File: config.mk
export PLATFORM = sky130hd
export DESIGN_NAME = execute_mcycle_ctrl
export DESIGN_NICKNAME = d
export VERILOG_FILES = /design/src/rtl/execute_mcycle_ctrl.sv
export SDC_FILE = /design/constraint.sdc
export NUM_CORES = 1
export LEC_CHECK = 0
export ABC_AREA = 1
export BUFFER_PORTS_ARGS = -buffer_cell sky130_fd_sc_hd__buf_4
export CORE_MARGIN = 3
export CORE_UTILIZATION = 40
export DETAILED_ROUTE_END_ITERATION = 6
export PLACE_DENSITY_LB_ADDON = 0.12
export SLEW_MARGIN = 5
export SYNTH_ARGS = -nofsm -noshare
export SYNTH_HDL_FRONTEND = slang
export SYNTH_SLANG_ARGS = --single-unit
File: constraint.sdc
create_clock -name clk -period 1.9 [get_ports clk]
set_input_delay 0.19 -clock clk [delete_from_list [all_inputs] [get_ports clk]]
set_output_delay 0.19 -clock clk [all_outputs]
set_load 0.01 [all_outputs]
File: src/rtl/execute_mcycle_ctrl.sv
// Execute-stage sequencer for multi-cycle functional units: enables the selected unit,
// stalls until it reports ready, holds the result and retires it exactly once.
module execute_mcycle_ctrl #(
  parameter int XLEN    = 32,
  parameter int NUNITS  = 4,
  parameter int UW      = (NUNITS > 1) ? $clog2(NUNITS) : 1,
  parameter int TIMEOUT = 0
) (
  input  logic                   clk,
  input  logic                   rst,
  input  logic                   req_valid,
  input  logic [UW-1:0]          req_unit,
  input  logic [4:0]             req_waddr,
  input  logic                   req_clear,
  input  logic                   req_hold,
  output logic [NUNITS-1:0]      unit_enable,
  input  logic [NUNITS-1:0]      unit_ready,
  input  logic [NUNITS*XLEN-1:0] unit_result,
  output logic                   stall,
  output logic                   wren,
  output logic [4:0]             waddr,
  output logic [XLEN-1:0]        wdata,
  output logic                   err,
  output logic [15:0]            op_cycles
);

  typedef enum logic [1:0] {IDLE, BUSY, DONE} state_t;

  state_t          state_reg, state_next;
  logic [UW-1:0]   sel_reg, sel_next;
  logic [4:0]      waddr_reg, waddr_next;
  logic [XLEN-1:0] res_reg, res_next;
  logic [15:0]     cnt_reg, cnt_next;
  logic [15:0]     op_cycles_reg, op_cycles_next;

  logic [NUNITS-1:0] sel_onehot;
  logic [XLEN-1:0]   masked_result [NUNITS];
  logic [XLEN-1:0]   res_mux;
  logic              ready_sel;
  logic              unit_ok;
  logic [15:0]       cnt_inc;
  logic              timeout_hit;

  // Decode the latched select once; both the enable and the result mux use it.
  generate
    for (genvar gi = 0; gi < NUNITS; gi++) begin : g_unit
      assign sel_onehot[gi]    = (sel_reg == UW'(gi));
      assign masked_result[gi] = sel_onehot[gi] ? unit_result[gi*XLEN +: XLEN] : '0;
    end
  endgenerate

  always_comb begin
    res_mux = '0;
    for (int i = 0; i < NUNITS; i++) begin
      res_mux = res_mux | masked_result[i];
    end
  end

  assign ready_sel   = |(unit_ready & sel_onehot);
  assign unit_ok     = (32'(req_unit) < 32'(NUNITS));
  assign cnt_inc     = (cnt_reg == 16'hFFFF) ? cnt_reg : cnt_reg + 16'd1;
  assign timeout_hit = (TIMEOUT > 0) && (cnt_reg == 16'(TIMEOUT - 1));

  always_ff @(posedge clk) begin
    if (!rst) begin
      state_reg     <= IDLE;
      sel_reg       <= '0;
      waddr_reg     <= '0;
      res_reg       <= '0;
      cnt_reg       <= '0;
      op_cycles_reg <= '0;
    end else begin
      state_reg     <= state_next;
      sel_reg       <= sel_next;
      waddr_reg     <= waddr_next;
      res_reg       <= res_next;
      cnt_reg       <= cnt_next;
      op_cycles_reg <= op_cycles_next;
    end
  end

  always_comb begin
    state_next     = state_reg;
    sel_next       = sel_reg;
    waddr_next     = waddr_reg;
    res_next       = res_reg;
    cnt_next       = cnt_reg;
    op_cycles_next = op_cycles_reg;
    unit_enable    = '0;
    stall          = 1'b0;
    wren           = 1'b0;
    err            = 1'b0;

    // A flush overrides every state; a ready seen in this cycle is dropped.
    if (req_clear) begin
      state_next = IDLE;
    end else begin
      case (state_reg)
        IDLE: begin
          if (req_valid) begin
            if (unit_ok) begin
              sel_next   = req_unit;
              waddr_next = req_waddr;
              cnt_next   = '0;
              state_next = BUSY;
              stall      = 1'b1;
            end else begin
              err = 1'b1;
            end
          end
        end
        BUSY: begin
          unit_enable = sel_onehot;
          stall       = 1'b1;
          cnt_next    = cnt_inc;
          if (ready_sel) begin
            res_next       = res_mux;
            op_cycles_next = cnt_inc;
            state_next     = DONE;
          end else if (timeout_hit) begin
            err        = 1'b1;
            state_next = IDLE;
          end
        end
        DONE: begin
          // Writes to x0 retire silently.
          if (!req_hold) begin
            wren       = |waddr_reg;
            state_next = IDLE;
          end
        end
        default: state_next = IDLE;
      endcase
    end
  end

  assign waddr     = waddr_reg;
  assign wdata     = res_reg;
  assign op_cycles = op_cycles_reg;

endmodule
==> results.tsv <==
stage	metric	value	unit
run_status	status	complete, no violations	
critical_path	Req. time, crit path	2.15	ns
global_routing	first-pass GRT wire length	23670	um
sta	final setup vio count	0	
logic_synthesis	Post-synth top flop	dfxtp_1	
placement	dpl hpwl	11200	um
critical_path	reg2reg start	cnt_reg[1]	
die	Ports	204	
cts	CTS tree	done	
finish	layout cells sized above 1	29.62	%
drt	drt total wl	14750	um
global_routing	met1 Usage GRT	27.39	%
cts	H-tree depth	3	
drt	via count	5183	
logic_synthesis	number of flops mapped to enable cells by yosys	0	
die	Initial Util	41.81	%
min_path	hold crit path type	input pin to register	
sta	Final period util	90.23	%
drt	Pre-antenna DRT Iters	5	
drt	Avg Vias per Cell	5.013	
placement	gpl congestion	0.9488	
logic_synthesis	Gate Count Post-Synth	709	
global_routing	GR Util met2	40.17	%
global_routing	vias in the first global route	5044	
logic_synthesis	Cell variety after synth	33	
global_routing	grt met3 use	5.589	%
sta	RSZ-0062 raised after global routing	no	
sta	worst-margin pin slew	0.6096	ns
min_path	HP Start	req_waddr[0]	
pwr	Cell Int Power	2.592	mW
finish	Final nets	1038	
pwr	Sw Share	29.70	%
logic_synthesis	Seq/Total Area, Yosys	33.41	%
finish	post-route insts no fill	1034	
sta	setup TNS	0	ns
logic_synthesis	Post-Syn Nets	854	
critical_path	crit path launch type	register	
critical_path	crit path DAT	1.97	ns
global_routing	initial antenna violation count	0	
placement	port buffer count	202	
sta	Final min period	1.714	ns
sta	fin worst setup slack	0.1856	ns
finish	ant diodes	0	
drt	Detail Route Antenna Nets	0	
cts	CTS Buffer Depth	2	
pwr	sequential share of power	43.4	%
global_routing	largest net degree at the start of global routing	65	
global_routing	Congestion Overflow GR	0	
pwr	Gate power share	21.3	%
pwr	PD cells	597.2	nW/um^2
pwr	Max VDD drop	0.3480	mV
finish	area of the multi-input gates	2477	sq um
drt	DRC errors left	0	
sta	pins over their slew limit	0	
finish	commonest non-fill, non-tap cell in the layout	buf_4	
sta	slew margin rel.	59.09	%
finish	flip-flop count of the largest register after layout	32	
cts	clk sink count	73	
finish	# fillers	1039	
logic_synthesis	Post-synth ARST share	0	%
sta	Fmax	583.3	MHz
die	Floorplan Core Area	10460	sq um
global_routing	GRT Overall Usage	23.19	%
pwr	LEAKAGE	3.041	nW
finish	Layout area overhead	41.13	%
critical_path	crit path kind	register to register	
drt	Initial DRC Count	306	
cts	Num CTS Buffers	9	
cts	clock root buffer	clkbuf_8	
sta	Fin. Hold Viols	0	
cts	clock latency on the worst-skew pair	0.36	ns
logic_synthesis	Synth Register Bits	73	
critical_path	CP Max Fanout	15	
cts	Worst-path clk slew	0.10	ns
die	Core Rows	37	
placement	pre-CTS worst setup slack	0.1628	ns
sta	Clock Skew	0.01593	ns
drt	wire per inst	14.26	um
global_routing	grt peak-use layer	met2	
critical_path	Setup crit end kind	register	
finish	Register Area	1464	sq um
die	DIE AREA	12230	sq um
logic_synthesis	mapped cell area	4374	sq um
logic_synthesis	Mean Syn Cell Area	6.170	sq um
die	Die Y	110.6	um
placement	dpl cells	1018	
logic_synthesis	synth warn	0	
pwr	Clk pwr share	35.3	%
pwr	NetSw	1.095	mW
critical_path	Crit. Startpoint	cnt_reg[1]	
finish	most frequent cells in the layout	buf_4 (213), nand2_1 (199), nor2_1 (135), nand3_1 (104), dfxtp_1 (71)	
die	DIE WIDTH	110.6	um
flow_run	max-cap violation count	0	
-- routing by layer --
layer	up-vias	share of wire, %
met5	-	0
met4	0	2.7
met3	28	7.4
met2	204	48
met1	2303	42
li1	2648	-
-- worst paths after layout --
check                           slack, ns  cells after the start           end
worst max-delay path                 0.19                     10  op_cycles[1]
worst max register to register       0.19                     10  op_cycles[1]
worst min-delay path                 0.07                      3      waddr[0]
worst min register to register       0.49                      2     wdata[17]
-- synthesized netlist by cell type (2+ instances only) --
library cell | count | area share, %
nor2_2 | 2 | 0.29
inv_2 | 2 | 0.17
buf_6 | 5 | 1.3
o22ai_2 | 2 | 0.57
dfxtp_1 | 73 | 33
nand3_1 | 104 | 12
a21oi_1 | 21 | 2.4
a31oi_1 | 26 | 3.7
inv_1 | 47 | 4.0
o21ai_0 | 8 | 0.92
nand2_2 | 6 | 0.86
nand4_1 | 5 | 0.72
or2_2 | 7 | 1.0
xnor2_1 | 2 | 0.40
nand3_2 | 7 | 1.6
nor2_1 | 135 | 12
inv_4 | 2 | 0.29
a211oi_1 | 6 | 1.0
buf_2 | 11 | 1.3
buf_4 | 7 | 1.2
nor2_4 | 2 | 0.51
nand2_1 | 199 | 17
clkbuf_1 | 20 | 1.7
-- cell families after synthesis --
kind of cell | after synthesis | synth area share, %
XOR/XNOR | 3 | 0.6008
flip-flops | 73 | 33.41
adder cells (fa/ha/maj) | 1 | 0.2860
AO/OA/AOI/OAI | 66 | 9.125
AND/OR/NAND/NOR | 471 | 46.54
buffers and inverters | 94 | 9.954
other | 1 | 0.08573
-- repair_timing --
item                                    in CTS  in global routing
hold buffers                                 0                  0
resized for setup                            0                  1
endpoints found under the setup margin       0                  3
buffers inserted                             0                  0
-- worst max-delay path, stage by stage, from the launching register on --
cell,delay [ns]
dfxtp_1,0.41
ha_1,0.24
inv_1,0.09
nor2_2,0.12
nand2_2,0.10
nor2_4,0.16
inv_2,0.18
nand2_1,0.10
nand2_1,0.07
nor2_1,0.10
nor2_1,0.05
-- metrics by stage --
stage / total power, mW / instance area, sq um / hold slack, ns / utilization [%]
after floorplan: 2.030 / 4374 / 0.3328 / -
after global placement: 2.408 / 5966 / 0.4503 / 57.02
after detailed placement: 2.422 / 5966 / 0.4538 / 57.02
after CTS: 3.721 / 6172 / 0.06821 / 58.99
after global routing: 3.875 / 6173 / 0.09550 / 59.00
final: 3.687 / 6173 / 0.07374 / 59.00
-- power by group through the flow --
stage	clock, mW	sequential (mW)	combinational, mW
final	1.30	1.60	0.787
after floorplan	0	1.64	0.389
after detailed placement	0	1.63	0.788
after global routing	1.40	1.60	0.869
after CTS	1.33	1.60	0.790
after global placement	0	1.63	0.775
-- layout make-up --
type | instances | area share, %
Sequential cell | 73 | 23.71
Inverter | 51 | 3.182
Timing Repair Buffer | 216 | 26.87
Multi-Input combinational cell | 542 | 40.13
Clock inverter | 7 | 1.338
Tap cell | 136 | 2.756
Clock buffer | 9 | 2.006
Power figures use the tool's default switching activity.
